File: src/rtl/s298_resp_capture_pkg.sv
// rtl/s298_resp_capture_pkg.sv - shared types, defaults and MISR step for the s298 response capture
package s298_cap_pkg;

    typedef enum logic [1:0] {
        IDLE = 2'd0,
        RUN  = 2'd1,
        DONE = 2'd2
    } state_t;

    localparam int          VEC_W          = 6;
    localparam int          TS_W_DEF       = 10;
    localparam logic [15:0] MISR_POLY_DEF  = 16'h100B;
    localparam logic [15:0] MISR_SEED_DEF  = 16'hFFFF;

    typedef struct packed {
        logic [TS_W_DEF-1:0] ts;
        logic [VEC_W-1:0]    vec;
    } evt_t;

    function automatic logic [15:0] misr_step(input logic [15:0] sig,
                                              input logic [15:0] poly,
                                              input logic [VEC_W-1:0] v);
        return {sig[14:0], 1'b0} ^ (sig[15] ? poly : 16'h0000) ^ {10'b0, v};
    endfunction

endpackage

File: src/rtl/s298_resp_capture_if.sv
// rtl/s298_resp_capture_if.sv - event stream handshake between the capture block and its consumer
interface s298_resp_capture_if #(
    parameter int TS_W = 10
) ();
    logic              EVT_VALID;
    logic              EVT_READY;
    logic [TS_W+5:0]   EVT_DATA;

    modport master (output EVT_VALID, output EVT_DATA, input EVT_READY);
    modport slave  (input EVT_VALID, input EVT_DATA, output EVT_READY);
endinterface

File: src/rtl/s298_resp_capture_evt_fifo.sv
// rtl/s298_resp_capture_evt_fifo.sv - DEPTH-entry event FIFO, push accepted when full if a pop occurs
module s298_evt_fifo #(
    parameter int W     = 16,
    parameter int DEPTH = 4
) (
    input  logic         clk,
    input  logic         rst,
    input  logic         flush,
    input  logic         push,
    input  logic [W-1:0] push_data,
    output logic         accept,
    output logic         valid,
    input  logic         ready,
    output logic [W-1:0] data
);
    localparam int         AW      = $clog2(DEPTH);
    localparam logic [AW:0] PTR_ONE = (AW+1)'(1);

    logic [W-1:0] mem [DEPTH];
    logic [AW:0]  wr_ptr;
    logic [AW:0]  rd_ptr;
    logic         empty;
    logic         full;
    logic         pop;

    assign empty  = (wr_ptr == rd_ptr);
    assign full   = (wr_ptr[AW] != rd_ptr[AW]) && (wr_ptr[AW-1:0] == rd_ptr[AW-1:0]);
    assign pop    = !empty && ready;
    assign accept = push && (!full || pop);
    assign valid  = !empty;
    // Drive zero when empty so the output matches its reset value
    assign data   = empty ? '0 : mem[rd_ptr[AW-1:0]];

    always_ff @(posedge clk) begin
        if (rst || flush) begin
            wr_ptr <= '0;
            rd_ptr <= '0;
        end else begin
            if (accept) wr_ptr <= wr_ptr + PTR_ONE;
            if (pop)    rd_ptr <= rd_ptr + PTR_ONE;
        end
    end

    always_ff @(posedge clk) begin
        if (accept) mem[wr_ptr[AW-1:0]] <= push_data;
    end

endmodule

File: src/rtl/s298_resp_capture.sv
// rtl/s298_resp_capture.sv - samples s298 outputs into a windowed MISR and logs output changes as events
module s298_resp_capture
    import s298_cap_pkg::*;
#(
    parameter int          TS_W      = 10,
    parameter int          DEPTH     = 4,
    parameter int          WINDOW    = 256,
    parameter logic [15:0] MISR_POLY = MISR_POLY_DEF,
    parameter logic [15:0] MISR_SEED = MISR_SEED_DEF
) (
    input  logic                    CK,
    input  logic                    RST,
    input  logic                    START,
    input  logic                    G66,
    input  logic                    G67,
    input  logic                    G117,
    input  logic                    G118,
    input  logic                    G132,
    input  logic                    G133,
    s298_resp_capture_if.master     evt,
    output logic [15:0]             SIG,
    output logic                    SIG_DONE,
    output logic                    OVF,
    output logic                    BUSY
);
    localparam logic [TS_W-1:0] LAST    = TS_W'(WINDOW - 1);
    localparam logic [TS_W-1:0] CNT_ONE = TS_W'(1);

    typedef struct packed {
        logic [TS_W-1:0]  ts;
        logic [VEC_W-1:0] vec;
    } cap_evt_t;

    state_t           state_q;
    logic [TS_W-1:0]  count_q;
    logic             first_q;
    logic [VEC_W-1:0] prev_v;
    logic [VEC_W-1:0] v;
    logic             sample;
    logic             gen;
    logic             accept;
    cap_evt_t         new_evt;

    assign v       = {G133, G132, G118, G117, G67, G66};
    assign sample  = (state_q == RUN) && !START;
    assign gen     = sample && (first_q || (v != prev_v));
    assign new_evt = '{ts: count_q, vec: v};

    s298_evt_fifo #(
        .W     (TS_W + VEC_W),
        .DEPTH (DEPTH)
    ) u_fifo (
        .clk       (CK),
        .rst       (RST),
        .flush     (START),
        .push      (gen),
        .push_data (new_evt),
        .accept    (accept),
        .valid     (evt.EVT_VALID),
        .ready     (evt.EVT_READY),
        .data      (evt.EVT_DATA)
    );

    always_ff @(posedge CK) begin
        if (RST) begin
            state_q  <= IDLE;
            count_q  <= '0;
            first_q  <= 1'b1;
            prev_v   <= '0;
            SIG      <= MISR_SEED;
            SIG_DONE <= 1'b0;
            OVF      <= 1'b0;
            BUSY     <= 1'b0;
        end else if (START) begin
            state_q  <= RUN;
            count_q  <= '0;
            first_q  <= 1'b1;
            SIG      <= MISR_SEED;
            SIG_DONE <= 1'b0;
            OVF      <= 1'b0;
            BUSY     <= 1'b1;
        end else if (state_q == RUN) begin
            SIG     <= misr_step(SIG, MISR_POLY, v);
            prev_v  <= v;
            first_q <= 1'b0;
            count_q <= count_q + CNT_ONE;
            // A change event with no room and no concurrent pop is lost
            if (gen && !accept) OVF <= 1'b1;
            if (count_q == LAST) begin
                state_q  <= DONE;
                SIG_DONE <= 1'b1;
                BUSY     <= 1'b0;
            end
        end
    end

endmodule

File: src/flat_wrapper.sv
// flat-port wrapper written by rule: the top's interface ports become plain ports
module s298_resp_capture_flat import s298_cap_pkg::*;
#(
    parameter int          TS_W      = 10,
    parameter int          DEPTH     = 4,
    parameter int          WINDOW    = 256,
    parameter logic [15:0] MISR_POLY = MISR_POLY_DEF,
    parameter logic [15:0] MISR_SEED = MISR_SEED_DEF
)
  (CK, RST, START, G66, G67, G117, G118, G132, G133, SIG, SIG_DONE, OVF, BUSY, evt_EVT_VALID, evt_EVT_DATA, evt_EVT_READY);
  s298_resp_capture_if #(.TS_W(TS_W)) evt_i ();
  input  logic CK;
  input  logic RST;
  input  logic START;
  input  logic G66;
  input  logic G67;
  input  logic G117;
  input  logic G118;
  input  logic G132;
  input  logic G133;
  output logic [15:0] SIG;
  output logic SIG_DONE;
  output logic OVF;
  output logic BUSY;
  output wire logic [$bits(evt_i.EVT_VALID)-1:0] evt_EVT_VALID;
  output wire logic [$bits(evt_i.EVT_DATA)-1:0] evt_EVT_DATA;
  input wire logic [$bits(evt_i.EVT_READY)-1:0] evt_EVT_READY;
  assign evt_EVT_VALID = evt_i.EVT_VALID;
  assign evt_EVT_DATA = evt_i.EVT_DATA;
  assign evt_i.EVT_READY = evt_EVT_READY;
  s298_resp_capture #(.TS_W(TS_W), .DEPTH(DEPTH), .WINDOW(WINDOW), .MISR_POLY(MISR_POLY), .MISR_SEED(MISR_SEED)) u_core (.CK(CK), .RST(RST), .START(START), .G66(G66), .G67(G67), .G117(G117), .G118(G118), .G132(G132), .G133(G133), .evt(evt_i), .SIG(SIG), .SIG_DONE(SIG_DONE), .OVF(OVF), .BUSY(BUSY));
endmodule
File: config.mk
export PLATFORM = sky130hd
export DESIGN_NAME = s298_resp_capture_flat
export DESIGN_NICKNAME = d
export VERILOG_FILES = /design/src/rtl/s298_resp_capture_pkg.sv /design/src/rtl/s298_resp_capture_if.sv /design/src/rtl/s298_resp_capture_evt_fifo.sv /design/src/rtl/s298_resp_capture.sv /design/src/flat_wrapper.sv
export SDC_FILE = /design/constraint.sdc
export NUM_CORES = 1
export LEC_CHECK = 0
export BUFFER_PORTS_ARGS = -buffer_cell sky130_fd_sc_hd__buf_2
export CORE_MARGIN = 2
export CORE_UTILIZATION = 36
export CTS_CLUSTER_DIAMETER = 120
export DETAILED_ROUTE_END_ITERATION = 10
export PLACE_DENSITY_LB_ADDON = 0.15
export SYNTH_ARGS = -nofsm -noshare
export SYNTH_HDL_FRONTEND = slang
export SYNTH_HIERARCHICAL = 1
export SYNTH_SLANG_ARGS = --single-unit
File: constraint.sdc
create_clock -name CK -period 3 [get_ports CK]
set_input_delay 0.6 -clock CK [delete_from_list [all_inputs] [get_ports CK]]
set_output_delay 0.6 -clock CK [all_outputs]
set_load 0.01 [all_outputs]
==> results of run 1 <==
-- worst reg2reg max path: stages, from the launching register on --
cell and delay, ps:
dfxtp_1 510, nand2b_1 130, a311oi_1 340, inv_1 90, a41oi_2 320, and2_1 180, buf_4 260
-- synth_stat cells (2+ instances only) --
| cell type | instances | area share, % |
|---|---|---|
| xnor2_1 | 13 | 2.6 |
| a311oi_1 | 2 | 0.39 |
| nand3_1 | 10 | 1.1 |
| nor4_1 | 2 | 0.28 |
| buf_2 | 4 | 0.45 |
| a41oi_1 | 2 | 0.39 |
| xor2_1 | 8 | 1.6 |
| and2_1 | 3 | 0.42 |
| o21ai_0 | 8 | 0.90 |
| nor3_1 | 3 | 0.34 |
| ha_1 | 6 | 1.7 |
| edfxtp_1 | 64 | 43 |
| nand2_1 | 49 | 4.1 |
| or3_1 | 5 | 0.70 |
| nor2b_1 | 16 | 2.2 |
| clkbuf_1 | 10 | 0.84 |
| inv_1 | 11 | 0.93 |
| a21oi_1 | 11 | 1.2 |
| dfxtp_1 | 44 | 20 |
| or4_1 | 3 | 0.51 |
| mux4_2 | 16 | 8.1 |
| nor2_1 | 6 | 0.51 |
| o211ai_1 | 7 | 1.2 |
| o31ai_1 | 3 | 0.51 |
| mux2i_1 | 8 | 1.8 |
-- registers in the layout, indices dropped and copies added, names as in the netlist, named ones only --
name                  cells
u_core/count_q           10
u_core/OVF                1
u_core/prev_v             6
u_core/u_fifo/mem        64
u_core/state_q            2
u_core/u_fifo/wr_ptr      3
u_core/SIG               16
u_core/first_q            1
u_core/u_fifo/rd_ptr      3
-- cells by family after synthesis --
logic type / after synthesis
DFF: 108
buffers and inverters: 28
xor gates and xnor gates: 21
and+or+nand+nor: 107
AOI/OAI and AO/OA: 41
muxes: 24
adders and majority gates: 6
-- layout make-up --
| type | count | area [um2] |
|---|---|---|
| Fill cell | 1152 | 6870 |
| Tap cell | 168 | 210 |
| Clock buffer | 9 | 225 |
| Sequential cell | 108 | 2800 |
| Multi-Input combinational cell | 199 | 1540 |
| Clock inverter | 7 | 72.6 |
| Timing Repair Buffer | 55 | 300 |
| Inverter | 11 | 41.3 |
-- metal layers --
metal | track usage (%) | vias up
li1 | - | 1329
met1 | 18.1 | 1317
met2 | 22.9 | 43
met3 | 3.90 | 9
met4 | 3.86 | 0
met5 | 0 | -
-- power breakdown --
group / internal [mW] / leakage, nW / switching, mW
Combinational: 0.0649 / 0.757 / 0.0933
Sequential: 1.58 / 0.923 / 0.0179
Clock: 0.596 / 0.144 / 0.583
Total: 2.25 / 1.82 / 0.694
-- worst min-delay path by stage --
stage	from	end	slack, ps	cells after the start
finish	u_core/first_q$_SDFFE_PP1N_	u_core/first_q$_SDFFE_PP1N_	450	2
global route	u_core/first_q$_SDFFE_PP1N_	u_core/first_q$_SDFFE_PP1N_	480	2
CTS	u_core/first_q$_SDFFE_PP1N_	u_core/first_q$_SDFFE_PP1N_	460	2
detailed placement	u_core/first_q$_SDFFE_PP1N_	u_core/first_q$_SDFFE_PP1N_	450	2
global placement	u_core/first_q$_SDFFE_PP1N_	u_core/first_q$_SDFFE_PP1N_	440	2
floorplan	u_core/first_q$_SDFFE_PP1N_	u_core/first_q$_SDFFE_PP1N_	420	2
-- stage by stage --
step / instance area, um2 / std cells / hold slack [ps]
2_1_floorplan: 4460 / 335 / 423
3_3_place_gp: 4890 / 541 / 444
5_1_grt: 5190 / 557 / 479
6_report: 5190 / 557 / 454
3_5_place_dp: 4890 / 541 / 446
4_1_cts: 5190 / 557 / 457
==> flow_summary_export.csv, run 1 <==
group,metric,value,unit
critical_path,critPathMaxStageDelay,450,ps
critical_path,worst-path-buf-inv,2,
route,wl_per_cell,15.4,um
global_route,grt_max_degree,34,
worst_hold_path,hold_class,"flip-flop to flip-flop",
sta,setup_ws,384,ps
cts,cts_tree,"yes",
synthesis,synth-simple-area-share,12.4,%
global_route,grt.total_usage,13.9,%
power,power.leakage,1.82,nW
critical_path,rr_startpoint,"u_core/state_q[0]$_SDFFE_PP0P_",
synthesis,syn_inst,335,
synthesis,synth_seq_cells,108,
critical_path,cp-start-kind,"flip-flop",
cts,cts_made_buffers,9,
synthesis,synth-seq-area-share,62.9,%
layout,syn_to_final_growth,16.5,%
floorplanning,core,12100,um2
route,vias_per_cell,4.84,
sta,max_freq,382,MHz
cts,cts_resized,0,
critical_path,reg2reg_to,"u_core/u_fifo/mem[1][15]$_DFFE_PP_",
critical_path,r2r_cells,6,
floorplanning,die_height,115,um
synthesis,synth_nets,351,
critical_path,cp_slowest_cell,"xnor2_1",
placement,place.gp.congestion,0.714,
global_route,antenna_found_initial,0,
synthesis,synth_top_family_by_area,"simple AND/OR/NAND/NOR gates",
sta,rsz0062_at_grt,"no",
power,ir_drop,0.291,mV
floorplanning,die_area,13300,um2
critical_path,worstPathArrival,2020,ps
cts,clk_latency,350,ps
sta,relSlewSlack,45.3,%
layout,final_util,43.0,%
floorplanning,initial_core_util,36.9,%
cts,cts_buffer_depth,2,
synthesis,mappedNetlistArea,4460,um2
synthesis,synth_fa_ha_area_share,1.68,%
synthesis,synth_warnings,6,
critical_path,worstPathRequired,2400,ps
floorplanning,rows,40,
layout,layout_commonest_cell,"edfxtp_1",
route,drt_iter0_markers,88,
synthesis,syn_avg_cell_area,13.3,um2
power,power_per_cell_area,566,nW/um2
floorplanning,die_w,115,um
placement,preCtsSetupSlack,395,ps
route,ant_nets,0,
sta,hold_violations,0,
synthesis,async_reset_ff_share,0,%
sta,period_share,87.2,%
sta,drv_slew,0,
critical_path,cp-startpoint,"u_core/u_fifo/wr_ptr[1]$_SDFFE_PP0P_",
cts,post-cts-setup-buffers,0,
global_route,grt_pass1_vias,2713,
route,num_vias,2698,
critical_path,worstSetupEndpointType,"output pin",
cts,root_buffer,"clkbuf_16",
route,route.detailed.drc,0,
route,wl_met2,4.07,mm
critical_path,critPathCapture,"evt_EVT_DATA[15]",
sta,setup_tns,0,ps
layout,n_antenna_cell,0,
route,wl_met3,370,um
route,wirelength_met1,4.04,mm
sta,tightestPinTransition,819,ps
sta,min_period,2620,ps
power,power,2.94,mW
cts,clock_sinks,108,
critical_path,cp.depth,5,
synthesis,synth_edf_count,64,
synthesis,synth_ff_type,"edfxtp_1",
critical_path,worstSetupPathType,"flip-flop to output pin",
cts,clkSlewWorstSetupHoldPaths,70,ps
route,highest_layer,"met4",
critical_path,critical_path.top_delay_family,"simple AND/OR/NAND/NOR gates",
placement,dp_hpwl,5.75,mm
critical_path,worst-r2r-setup-slack,860,ps
run_status,status,"finished, final reports clean",
synthesis,ys_types,46,
critical_path,cp_max_fo,17,
synthesis,synthMuxAreaShare,9.88,%
sta,fin_skew,9.11,ps
layout,layout_common_cells,"64 x edfxtp_1, 49 x nand2_1, 45 x buf_2",
synthesis,synth_xor_area_share,4.13,%
global_route,grt-ovfl-total,0,
run,max_cap_viol_count,0,
critical_path,cp_cell_sequence,"xnor2_1 -> and3_1 -> buf_4 -> and2b_1 -> buf_2",
floorplanning,pin_count,46,
route,dr.pass1.iters,4,
placement,port_buffers,45,
cts,holdBufCountCts,0,
global_route,grt_pass1_wl,14.0,mm
layout,drive_gt1_share,23.7,%
cts,h-tree-depth,3,
synthesis,synth-compound-area-share,6.29,%
sta,setup_viol,0,
route,postRouteWirelength,8.57,mm
layout,nets,400,
Power figures use the tool's default switching activity.
==> run 2, diff against run 1 <==
CTS_BUF_LIST = sky130_fd_sc_hd__clkbuf_4   (was not set)
==> flow_summary_export.csv, run 2 (same netlist as run 1, synthesis figures left out) <==
group,metric,value,unit
cts,h-tree-depth,3,
floorplanning,pin_count,46,
worst_hold_path,hold_class,"primary input to flip-flop",
cts,cts_made_buffers,9,
route,ant_nets,0,
global_route,antenna_found_initial,0,
sta,drv_slew,0,
critical_path,cp-start-kind,"flip-flop",
layout,final_util,41.7,%
cts,holdBufCountCts,0,
sta,rsz0062_at_grt,"no",
placement,dp_cells,541,
cts,clock_sinks,108,
global_route,grt_pass1_vias,2706,
power,ir_drop,0.172,mV
sta,tightestPinTransition,772,ps
cts,clkSlewWorstSetupHoldPaths,190,ps
route,dr.pass1.iters,4,
cts,clk_latency,450,ps
layout,syn_to_final_growth,12.9,%
sta,max_freq,368,MHz
sta,setup_tns,0,ps
route,drt_iter0_markers,71,
placement,port_buffers,45,
global_route,grt_max_degree,34,
route,wl_per_cell,15.3,um
cts,cts_buffer_depth,2,
layout,n_antenna_cell,0,
sta,hold_violations,0,
route,vias_per_cell,4.83,
critical_path,r2r_cells,6,
sta,period_share,90.6,%
placement,dp_hpwl,5.75,mm
power,power.leakage,1.75,nW
critical_path,worstSetupEndpointType,"output pin",
worst_hold_path,hold_path_depth,3,
critical_path,cp_max_fo,17,
floorplanning,initial_core_util,36.9,%
worst_hold_path,hp-start,"G118",
layout,drive_gt1_share,23.7,%
critical_path,worstPathArrival,2120,ps
layout,layout_common_cells,"64 x edfxtp_1, 49 x nand2_1, 45 x buf_2",
worst_hold_path,holdPathEnd,"u_core/prev_v[3]$_SDFFE_PP0P_",
critical_path,rr_startpoint,"u_core/state_q[0]$_SDFFE_PP0P_",
global_route,grt_pass1_wl,14.0,mm
global_route,gr-usage-met3,3.11,%
floorplanning,die_w,115,um
floorplanning,rows,40,
route,route.detailed.drc,0,
global_route,grt-ovfl-total,0,
sta,min_period,2720,ps
sta,relSlewSlack,48.4,%
cts,cts_resized,0,
sta,fin_skew,22.3,ps
placement,place.gp.congestion,0.714,
critical_path,worstSetupPathType,"flip-flop to output pin",
cts,post-cts-setup-buffers,0,
floorplanning,die_area,13300,um2
run,max_cap_viol_count,0,
sta,setup_viol,0,
layout,layout_commonest_cell,"edfxtp_1",
floorplanning,core,12100,um2
cts,cts_tree,"yes",
global_route,top_usage_layer,"met2",
layout,final_cells,557,
global_route,grtUsageMet1,18.2,%
route,num_vias,2691,
layout,nets,400,
critical_path,reg2reg_to,"u_core/u_fifo/mem[1][14]$_DFFE_PP_",
power,power_per_cell_area,495,nW/um2
layout,largest_reg_flops,64,
global_route,globalRouteMet2Util,22.7,%
cts,root_buffer,"clkbuf_4",
critical_path,worst-r2r-setup-slack,830,ps
critical_path,worstPathRequired,2400,ps
route,postRouteWirelength,8.54,mm
sta,whs,447,ps
global_route,grt.total_usage,13.8,%
run_status,status,"finished, final reports clean",
floorplanning,die_height,115,um
## run 2: cell types whose count changed in the layout (fill, tap and decap cells not counted)
| cell | previous run | this run |
|---|---|---|
| clkbuf_4 | 0 | 9 |
| clkbuf_16 | 9 | 0 |
## run 2: where the power goes
group	internal, mW	switching [mW]
combinational	0.0648	0.0932
clock	0.203	0.528
sequential	1.59	0.0179
total	1.85	0.639
## run 2: cell type report
class	count	area (um2)
Timing Repair Buffer	55	300
Multi-Input combinational cell	199	1540
Sequential cell	108	2800
Fill cell	1166	7030
Clock inverter	7	72.6
Inverter	11	41.3
Clock buffer	9	67.6
Tap cell	168	210
## run 2: worst max-delay path: stages, from the launching register on
cell and delay [ps]:
dfxtp_1 390, xnor2_1 440, and3_1 290, buf_4 240
and2b_1 200, buf_2 130
## run 2: layer usage
layer	vias up	wire (um)
li1	1325	-
met1	1311	4010
met2	51	4100
met3	4	363
met4	0	68
met5	-	0
## run 2: metrics by stage
stage	power [mW]	instance area, um2	setup slack, ps
after global routing	2.60	5030	65.7
after global placement	1.80	4890	463
final	2.49	5030	282
after floorplan	1.74	4460	404
after CTS	2.53	5030	223
after detailed placement	1.80	4890	395
## run 2: worst max path at each step
stage	from	endpoint	slack [ps]	cells past startpoint
finish	u_core/u_fifo/wr_ptr[1]$_SDFFE_PP0P_	evt_EVT_DATA[15]	280	5
global route	u_core/u_fifo/wr_ptr[1]$_SDFFE_PP0P_	evt_EVT_DATA[15]	70	5
CTS	u_core/u_fifo/wr_ptr[1]$_SDFFE_PP0P_	evt_EVT_DATA[15]	220	5
detailed placement	G118	u_core/u_fifo/mem[1][13]$_DFFE_PP_	400	8
global placement	G133	u_core/u_fifo/mem[1][9]$_DFFE_PP_	460	8
floorplan	u_core/state_q[0]$_SDFFE_PP0P_	u_core/u_fifo/mem[3][0]$_DFFE_PP_	400	6
